$ cat src/rtl/cpuif_bridge_pkg.sv
// Shared types for the host-to-regblock bridge: the buffered response record
// and the byte-alignment mask helper.
package cpuif_bridge_pkg;

    // Widest data path the response record can carry; narrower buses use the low bits.
    localparam int RSP_DATA_MAX = 64;

    typedef struct packed {
        logic                    is_wr;
        logic                    err;
        logic [RSP_DATA_MAX-1:0] rdata;
    } rsp_t;

    function automatic logic [63:0] align_mask(input int data_width);
        return 64'((data_width / 8) - 1);
    endfunction

endpackage

$ cat src/rtl/cpuif_rsp_fifo.sv
// Response buffer: first-word-fall-through FIFO with registered storage,
// non-power-of-two depth allowed, push and pop together legal when full.
module cpuif_rsp_fifo
    import cpuif_bridge_pkg::*;
#(
    parameter int DEPTH = 2,
    localparam int CW = $clog2(DEPTH + 1)
) (
    input  logic          clk,
    input  logic          arst_n,
    input  logic          push,
    input  rsp_t          push_data,
    input  logic          pop,
    output rsp_t          head,
    output logic          full,
    output logic          empty,
    output logic [CW-1:0] count
);

    localparam int PW = (DEPTH > 1) ? $clog2(DEPTH) : 1;
    localparam logic [PW-1:0] LAST = PW'(DEPTH - 1);

    rsp_t          mem [DEPTH];
    logic [PW-1:0] wr_ptr;
    logic [PW-1:0] rd_ptr;
    logic          do_push;
    logic          do_pop;

    assign empty   = (count == '0);
    assign full    = (count == CW'(DEPTH));
    assign do_pop  = pop && !empty;
    assign do_push = push && (!full || do_pop);
    assign head    = empty ? '0 : mem[rd_ptr];

    always_ff @(posedge clk or negedge arst_n) begin
        if (!arst_n) begin
            for (int i = 0; i < DEPTH; i++) begin
                mem[i] <= '0;
            end
            wr_ptr <= '0;
            rd_ptr <= '0;
            count  <= '0;
        end else begin
            if (do_push) begin
                mem[wr_ptr] <= push_data;
                wr_ptr      <= (wr_ptr == LAST) ? '0 : wr_ptr + 1'b1;
            end
            if (do_pop) begin
                rd_ptr <= (rd_ptr == LAST) ? '0 : rd_ptr + 1'b1;
            end
            case ({do_push, do_pop})
                2'b10:   count <= count + 1'b1;
                2'b01:   count <= count - 1'b1;
                default: count <= count;
            endcase
        end
    end

endmodule

$ cat src/rtl/cpuif_host_bridge.sv
// Host request/response bridge onto a regblock cpuif: zero-latency issue of
// aligned requests, credit-limited outstanding tracking, in-order responses.
module cpuif_host_bridge
    import cpuif_bridge_pkg::*;
#(
    parameter int ADDR_WIDTH      = 32,
    parameter int DATA_WIDTH      = 32,
    parameter int MAX_OUTSTANDING = 2
) (
    input  logic                    clk,
    input  logic                    arst_n,
    input  logic                    s_req_valid,
    output logic                    s_req_ready,
    input  logic                    s_req_is_wr,
    input  logic [ADDR_WIDTH-1:0]   s_req_addr,
    input  logic [DATA_WIDTH-1:0]   s_req_wdata,
    input  logic [DATA_WIDTH/8-1:0] s_req_wstrb,
    output logic                    s_rsp_valid,
    input  logic                    s_rsp_ready,
    output logic                    s_rsp_is_wr,
    output logic                    s_rsp_err,
    output logic [DATA_WIDTH-1:0]   s_rsp_rdata,
    output logic                    cpuif_req,
    output logic                    cpuif_req_is_wr,
    output logic [ADDR_WIDTH-1:0]   cpuif_addr,
    output logic [DATA_WIDTH-1:0]   cpuif_wr_data,
    output logic [DATA_WIDTH-1:0]   cpuif_wr_biten,
    input  logic                    cpuif_req_stall_wr,
    input  logic                    cpuif_req_stall_rd,
    input  logic                    cpuif_rd_ack,
    input  logic                    cpuif_rd_err,
    input  logic [DATA_WIDTH-1:0]   cpuif_rd_data,
    input  logic                    cpuif_wr_ack,
    input  logic                    cpuif_wr_err
);

    localparam int CW = $clog2(MAX_OUTSTANDING + 1);
    localparam int SW = DATA_WIDTH / 8;
    localparam logic [ADDR_WIDTH-1:0] ALIGN_MASK = ADDR_WIDTH'(align_mask(DATA_WIDTH));

    logic [CW-1:0] outstanding;
    logic [CW-1:0] fifo_count;
    logic [CW:0]   credits;
    logic          has_credit;
    logic          aligned;
    logic          stalled;
    logic          accept;
    logic          issue;
    logic          misaligned_push;
    logic          ack_any;
    logic          fifo_push;
    logic          fifo_full;
    logic          fifo_empty;
    rsp_t          push_data;
    rsp_t          head;
    logic          head_rdata_unused;

    assign credits    = {1'b0, outstanding} + {1'b0, fifo_count};
    assign has_credit = credits < (CW + 1)'(MAX_OUTSTANDING);
    assign aligned    = ((s_req_addr & ALIGN_MASK) == '0);
    assign stalled    = s_req_is_wr ? cpuif_req_stall_wr : cpuif_req_stall_rd;

    // Misaligned requests are answered locally, so they wait for the pipe to
    // drain to keep their error response in order behind real completions.
    assign s_req_ready = arst_n && has_credit && !stalled
                         && (aligned || (outstanding == '0 && !fifo_full));

    assign accept          = s_req_valid && s_req_ready;
    assign issue           = accept && aligned;
    assign misaligned_push = accept && !aligned;

    assign cpuif_req       = issue;
    assign cpuif_req_is_wr = arst_n && s_req_is_wr;
    assign cpuif_addr      = arst_n ? s_req_addr  : '0;
    assign cpuif_wr_data   = arst_n ? s_req_wdata : '0;

    always_comb begin
        cpuif_wr_biten = '0;
        for (int i = 0; i < SW; i++) begin
            cpuif_wr_biten[8*i +: 8] = {8{s_req_wstrb[i] & arst_n}};
        end
    end

    assign ack_any   = (cpuif_rd_ack || cpuif_wr_ack) && (outstanding != '0);
    assign fifo_push = ack_any || misaligned_push;

    always_comb begin
        push_data = '0;
        if (ack_any) begin
            push_data.is_wr = cpuif_wr_ack;
            push_data.err   = cpuif_wr_ack ? cpuif_wr_err : cpuif_rd_err;
            if (!cpuif_wr_ack) begin
                push_data.rdata[DATA_WIDTH-1:0] = cpuif_rd_data;
            end
        end else if (misaligned_push) begin
            push_data.is_wr = s_req_is_wr;
            push_data.err   = 1'b1;
        end
    end

    always_ff @(posedge clk or negedge arst_n) begin
        if (!arst_n) begin
            outstanding <= '0;
        end else begin
            case ({issue, ack_any})
                2'b10:   outstanding <= outstanding + 1'b1;
                2'b01:   outstanding <= outstanding - 1'b1;
                default: outstanding <= outstanding;
            endcase
        end
    end

    cpuif_rsp_fifo #(
        .DEPTH (MAX_OUTSTANDING)
    ) u_rsp_fifo (
        .clk       (clk),
        .arst_n    (arst_n),
        .push      (fifo_push),
        .push_data (push_data),
        .pop       (s_rsp_ready),
        .head      (head),
        .full      (fifo_full),
        .empty     (fifo_empty),
        .count     (fifo_count)
    );

    assign s_rsp_valid       = !fifo_empty;
    assign s_rsp_is_wr       = head.is_wr;
    assign s_rsp_err         = head.err;
    assign s_rsp_rdata       = head.rdata[DATA_WIDTH-1:0];
    assign head_rdata_unused = ^head.rdata;

endmodule
$ cat config.mk
export PLATFORM = sky130hd
export DESIGN_NAME = cpuif_host_bridge
export DESIGN_NICKNAME = d
export VERILOG_FILES = /design/src/rtl/cpuif_bridge_pkg.sv /design/src/rtl/cpuif_rsp_fifo.sv /design/src/rtl/cpuif_host_bridge.sv
export SDC_FILE = /design/constraint.sdc
export NUM_CORES = 1
export LEC_CHECK = 0
export CAP_MARGIN = 20
export CORE_MARGIN = 8
export CORE_UTILIZATION = 39
export DETAILED_ROUTE_END_ITERATION = 6
export GPL_TIMING_DRIVEN = 0
export HOLD_SLACK_MARGIN = 0.15
export PLACE_DENSITY = 0.8
export RECOVER_POWER = 100
export SLEW_MARGIN = 20
export SYNTH_ARGS = -nofsm -noshare
export SYNTH_HDL_FRONTEND = slang
export SYNTH_SLANG_ARGS = --single-unit
export TNS_END_PERCENT = 30
$ cat constraint.sdc
create_clock -name clk -period 2.55 [get_ports clk]
set_input_delay 0.51 -clock clk [delete_from_list [all_inputs] [get_ports clk]]
set_output_delay 0.51 -clock clk [all_outputs]
set_load 0.01 [all_outputs]
# [Word level (Yosys, flattened, before mapping)]
# Cells that the tools add are included.
# Widths: inputs -> output; s select.
[totals] ff_bits=138 in_bits=111 out_inout_bits=134 elab_cells=77
[classes] n_addsub=7 n_lt_le_gt_ge=4 n_eq_ne=5 n_mux=19 bitwise=6 n_reduce_logical=26
[op_table] operator="$mux 66" n=5
[op_table] operator="$bwmux 132" n=1
[op_table] operator="$mux 32" n=4
[op_table] operator="$demux 66 s1" n=1
[op_table] operator="$logic_not 32->1" n=1
[op_table] operator="$logic_and 1x1->1" n=12
[op_table] operator="$pmux 2 s2" n=2
[op_table] operator="$eq 2x2->1 const B" n=3
[op_table] operator="$reduce_bool 2->1" n=3
[op_table] operator="$add 2x1->2 const B" n=2
[op_table] operator="$and 1x1->1" n=4
[op_table] operator="$eq 2x1->1 const B" n=2
[op_table] operator="$ge 2x2->1 const B" n=2
[op_table] operator="$logic_not 1->1" n=4
[op_table] operator="$logic_not 2->1" n=2
[op_table] operator="$logic_or 1x1->1" n=4
[op_table] operator="$mux 1" n=4
[op_table] operator="$mux 2" n=2
[op_table] operator="$not 1->2" n=2
[op_table] operator="$sub 2x1->2 const B" n=2
[op_table] operator="$add 2x2->3" n=1
[op_table] operator="$lt 3x2->1 const B" n=1
[op_table] operator="$add 1x1->1 const B" n=2
[op_table] operator="$lt 2x1->1 const B" n=1

# [Longest topological paths before layout]
[depth] word_depth=11 mapped_depth=11 depth_no_buf=9

# [Cells and area by module]
# Synthesis repeated with hierarchy kept, for this count alone.
[hier_totals] cells_unflattened=616 hier_area_um2=7290.7
[by_module_without_submodules] mod="cpuif_rsp_fifo" n_inst=1 cells_each=444 area_per_inst_um2=6107.1 seq_area_each_um2=3403.3
[by_module_without_submodules] mod="cpuif_host_bridge" n_inst=1 cells_each=172 area_per_inst_um2=1183.6 seq_area_each_um2=50.0

# [Worst setup path after synthesis]
# Ideal clock, no wire load.
[synth_timing] kind="reg2reg" start="reg u_rsp_fifo.count[0]" end="reg u_rsp_fifo.count[1]" setup_time_ns=0.079 t_arrival_ns=2.300 t_required_ns=2.471 slack_ns=0.171 path_stages_with_launch=11 path_buffers=2 synth_period_minus_slack_ns=2.379 path_cell_list="dfrtp_1 buf_6 and2_1 fa_1 nor2_8 and4_4 buf_6 a21oi_1 ha_1 nor2_1 xor2_1"
[synth_between] elab_chain_len=11 elab_cells_between_ends=23 cone_classes="3 x add/sub; 1 x order compare; 3 x eq/ne; 1 x mux; 15 x reduce/logical"
[synth_lines] item="from (decl)" line="cpuif_rsp_fifo.sv:17" source="output logic [CW-1:0] count"
[synth_lines] item="from (signal assigned)" line="cpuif_rsp_fifo.sv:52" source="2'b10: count <= count + 1'b1;"
[synth_lines] item="from (signal assigned)" line="cpuif_rsp_fifo.sv:53" source="2'b01: count <= count - 1'b1;"
[synth_lines] item="from (signal assigned)" line="cpuif_rsp_fifo.sv:54" source="default: count <= count;"
[synth_lines] item="$add 2x2->3 or $eq 2x2->1 (tied branches)" line="cpuif_host_bridge.sv:58, cpuif_rsp_fifo.sv:30"
[synth_lines] item="$lt 3x2->1 or $logic_not 1->1 (tied branches)" line="cpuif_host_bridge.sv:59, cpuif_rsp_fifo.sv:32, cpuif_host_bridge.sv:66"
[synth_lines] item="$logic_and 1x1->1 (on tied branches)" line="cpuif_host_bridge.sv:65, cpuif_host_bridge.sv:66"
[synth_lines] item="$logic_and 1x1->1 or $logic_or 1x1->1 (tied branches)" line="cpuif_host_bridge.sv:65, cpuif_host_bridge.sv:66"
[synth_lines] item="$logic_and 1x1->1" line="cpuif_host_bridge.sv:66" source="&& (aligned || (outstanding == '0 && !fifo_full));"
[synth_lines] item="$logic_and 1x1->1" line="cpuif_host_bridge.sv:68" source="assign accept = s_req_valid && s_req_ready;"
[synth_lines] item="$logic_and 1x1->1" line="cpuif_host_bridge.sv:70" source="assign misaligned_push = accept && !aligned;"
[synth_lines] item="$logic_or 1x1->1" line="cpuif_host_bridge.sv:85" source="assign fifo_push = ack_any || misaligned_push;"
[synth_lines] item="$logic_and 1x1->1" line="cpuif_rsp_fifo.sv:32" source="assign do_push = push && (!full || do_pop);"
[synth_lines] item="$eq 2x1->1 or $eq 2x2->1 (tied branches)" line="cpuif_rsp_fifo.sv:51" source="case ({do_push, do_pop})"
[synth_lines] item="$pmux 2 s2 or $reduce_bool 2->1 (tied branches)"
# Several ways; a longest one is shown, not always the timed one.
# A chain may end at the register's enable or synchronous reset.

# [Worst setup path in the final report]
[layout_timing] start="reg outstanding[0]" end="out cpuif_req"
[layout_between] elab_chain_len=7 elab_cells_between_ends=10 cone_classes="1 x add/sub; 1 x order compare; 8 x reduce/logical"
[layout_lines] item="from (decl)" line="cpuif_host_bridge.sv:41" source="logic [CW-1:0] outstanding;"
[layout_lines] item="from (signal assigned)" line="cpuif_host_bridge.sv:106" source="2'b10: outstanding <= outstanding + 1'b1;"
[layout_lines] item="from (signal assigned)" line="cpuif_host_bridge.sv:107" source="2'b01: outstanding <= outstanding - 1'b1;"
[layout_lines] item="from (signal assigned)" line="cpuif_host_bridge.sv:108" source="default: outstanding <= outstanding;"
[layout_lines] item="$add 2x2->3" line="cpuif_host_bridge.sv:58" source="assign credits = {1'b0, outstanding} + {1'b0, fifo_count};"
[layout_lines] item="$lt 3x2->1" line="cpuif_host_bridge.sv:59" source="assign has_credit = credits < (CW + 1)'(MAX_OUTSTANDING);"
[layout_lines] item="$logic_and 1x1->1 (2 in a row)" line="cpuif_host_bridge.sv:65" source="assign s_req_ready = arst_n && has_credit && !stalled"
[layout_lines] item="$logic_and 1x1->1 (*)" line="cpuif_host_bridge.sv:66"
[layout_lines] item="$logic_and 1x1->1 (*)" line="cpuif_host_bridge.sv:68"
[layout_lines] item="$logic_and 1x1->1 (*)" line="cpuif_host_bridge.sv:69" source="assign issue = accept && aligned;"
[layout_lines] item="to (decl)" line="cpuif_host_bridge.sv:23" source="output logic cpuif_req,"
# Mark *: on every way between the ends. The rest lies on a longest branch, timed or not.

==> metrics.cfg <==
[critical_path]
crit_type=reg2out
worst_setup_path_end_kind=output pin
reg2reg_depth=7
rr_endpoint=u_rsp_fifo.mem[65]$_DFFE_PN0P_
r2r_slack_ns=0.08
worstPathArrival_ns=2.00
required_ns=2.04
critPathLaunchType=flip-flop
path_max_fanout=4
reg2reg_from=outstanding[0]$_DFFE_PN0P_

[power_and_ir_drop]
power.leakage_nw=3.33
powerDensity_mw_per_mm2=916
ir_worst_vdd_mv=0.599
finalPower_mw=6.57

[logic_synthesis]
yosys_most_used_dff=dfrtp_1
async_flop_share=1.00
synthCells=383
syn_area_sq_mm=0.00422
ys_seq_area_frac=0.439
syn_avg_cell_area_sq_um=11.0
synth_warnings=0
ys_types=32
synth_nets=497
synth_seq_cells=74
synth-edff-count=0

[clocking]
insertion_delay_ns=0.33
tritoncts=yes
cts_root_buf=clkbuf_8
clk_path_buf_depth=2
cts_sinks=74
cts_buffers=9
clk_pin_slew_ns=0.08
htreeDepth=3

[sta]
setup_viol=0
fmax_ghz=0.399
final_max_slew_viol_count=0
hold_slack_ns=0.359
hold_violations=0
slew_headroom=0.0699
rsz0062_at_grt=true
post-route-period-util=0.983
post-route-min-period_ns=2.51
tightest_slew_ns=1.40
fin_skew_ns=0.0132

[detailed_routing]
drt-total-wl_mm=14.7
top_layer=met4
drtIter0Drc=136
met2WireLength_mm=7.62
wl_met1_mm=6.04
dr.pass1.iters=4
dr_total_vias=3866
route.detailed.wl_per_inst_um=18.6
dr_wl_met3_mm=1.01
postRouteAntennaNets=0
drcViolationCount=0
routed_via_density=4.89

[finish]
layout-drive-gt1-share=0.152
antennaDiodeCount=0
multiInputGateArea_sq_mm=0.00190
postLayoutCellArea_sq_mm=0.00718
final_nets=760
area_delta_synth_final_pct=70.3
seq_area_sq_mm=0.00186
finalNonFillerCells=791
fillers=846

[global_routing]
overflow=0
grt_usage=0.198
grt_pass1_wl_mm=22.9
grt_antenna_before_repair=0
grt_pass1_vias=4168
grt_max_degree=27

[floorplan]
die_w_um=120
row_count=38
die_y_um=120
io-pin-count=245
die_area_sq_mm=0.0144
start_util=0.394
core_area_sq_mm=0.0107

[flow_run]
cap_violations=0

[place]
placed_cell_area_sq_mm=0.00686
dpl.cell_count=768
port_buffers=244
dp_hpwl_mm=11.3
place.gp.congestion=0.784

[run_status]
status=finished, final reports clean

[hold_path]
hp-class=in2async

[sequential cells by signal (all words and copies together), names as in the netlist]
signal             count
outstanding            2
u_rsp_fifo.count       2
u_rsp_fifo.mem        68
u_rsp_fifo.rd_ptr      1
u_rsp_fifo.wr_ptr      1
[worst max-delay path, stage by stage (launching register included)]
cell	delay (ns)
dfrtp_2	0.44
and2_4	0.18
fa_2	0.47
nor2_8	0.13
and4_4	0.23
nand2_4	0.05
inv_2	0.07
buf_6	0.09
[layout make-up]
type,instances,share of cell area
well taps,140,0.0244
plain buffers,55,0.0613
clock buffers,12,0.0230
repair buffers,255,0.355
clock inverters,4,0.0101
flip-flops and latches,74,0.258
multi-input cells,246,0.265
inverters,5,0.00261
[cells in the mapped netlist (all sizes together), types with 3 or more instances]
| master | instances | area (sq um) |
|---|---|---|
| a32oi | 4 | 72.6 |
| and2 | 71 | 445 |
| xor2 | 3 | 26.3 |
| nor2 | 46 | 199 |
| buf | 47 | 405 |
| xnor2 | 5 | 43.8 |
| dfrtp | 74 | 1850 |
| a22o | 64 | 561 |
| mux2i | 36 | 360 |
| clkbuf | 11 | 41.3 |
| inv | 5 | 18.8 |
[metrics by stage]
step,util,setup TNS [ns],setup slack [ns]
6_report,0.671,0,0.0443
5_1_grt,0.671,-0.0221,-0.0146
4_1_cts,0.678,-0.0382,-0.0382
3_5_place_dp,0.641,-20.81,-0.597
3_3_place_gp,0.639,-574.25,-3.03
2_1_floorplan,-,0,0.171
[worst max-delay path by stage]
stage / start / to / cells past startpoint
floorplan: u_rsp_fifo.count[0]$_DFFE_PN0P_ / u_rsp_fifo.count[1]$_DFFE_PN0P_ / 10
global placement: arst_n / cpuif_req / 6
detailed placement: arst_n / cpuif_wr_biten[12] / 6
CTS: u_rsp_fifo.count[0]$_DFFE_PN0P_ / cpuif_req / 8
global route: outstanding[0]$_DFFE_PN0P_ / cpuif_req / 7
finish: outstanding[0]$_DFFE_PN0P_ / cpuif_req / 7
[cell usage in the layout (no fill, tap or decap), drive strengths merged]
cell	count
a22o	64
dlygate4sd3	47
dfrtp	74
clkdlybuf4s50	195
a32oi	4
inv	5
mux2	2
a32o	1
clkinv	1
a21oi	1
xnor2	5
buf	55
nor2	46
nor3	2
bufinv	2
clkdlybuf4s15	1
nor3b	1
o2111a	1
and4	1
clkinvlp	1
mux2i	36
nor2b	1
nand2	1
and4b	2
xor2	3
and2	71
clkbuf	24
ha	2
or2	1
fa	1
[per-layer routing]
layer	track usage	vias to the layer above
li1	-	1822
met1	0.232	1892
met2	0.359	144
met3	0.0470	8
met4	0.0390	0
met5	0	-
[power by group]
group	switching, mW	internal, mW	total, mW
logic	1.57	1.90	3.47
registers	0.362	1.68	2.04
clock network	0.433	0.630	1.06
total	2.36	4.21	6.57
[cell families (layout without fill, tap and decap cells)]
kind of cell               after synthesis  count (layout)  share of synthesized area
DFF                                     74              74                      0.439
muxes                                   38              38                     0.0926
adders and majority gates                3               3                     0.0107
and+or+nand+nor                        126             126                      0.174
AOI/OAI and AO/OA                       71              71                      0.157
buffers and inverters                   63             331                      0.110
xor gates and xnor gates                 8               8                     0.0166
[repair_timing]
action | 4_1_cts | 5_1_grt
setup buffers | 4 | 2
cloned | 2 | 0
hold buffers | 2 | 0
setup endpoints to repair | 72 | 22
pin swaps | 3 | 4
hold endpoints to repair | 24 | 0
resized for setup | 33 | 8
No activity file was read; power rests on OpenSTA's default activity.
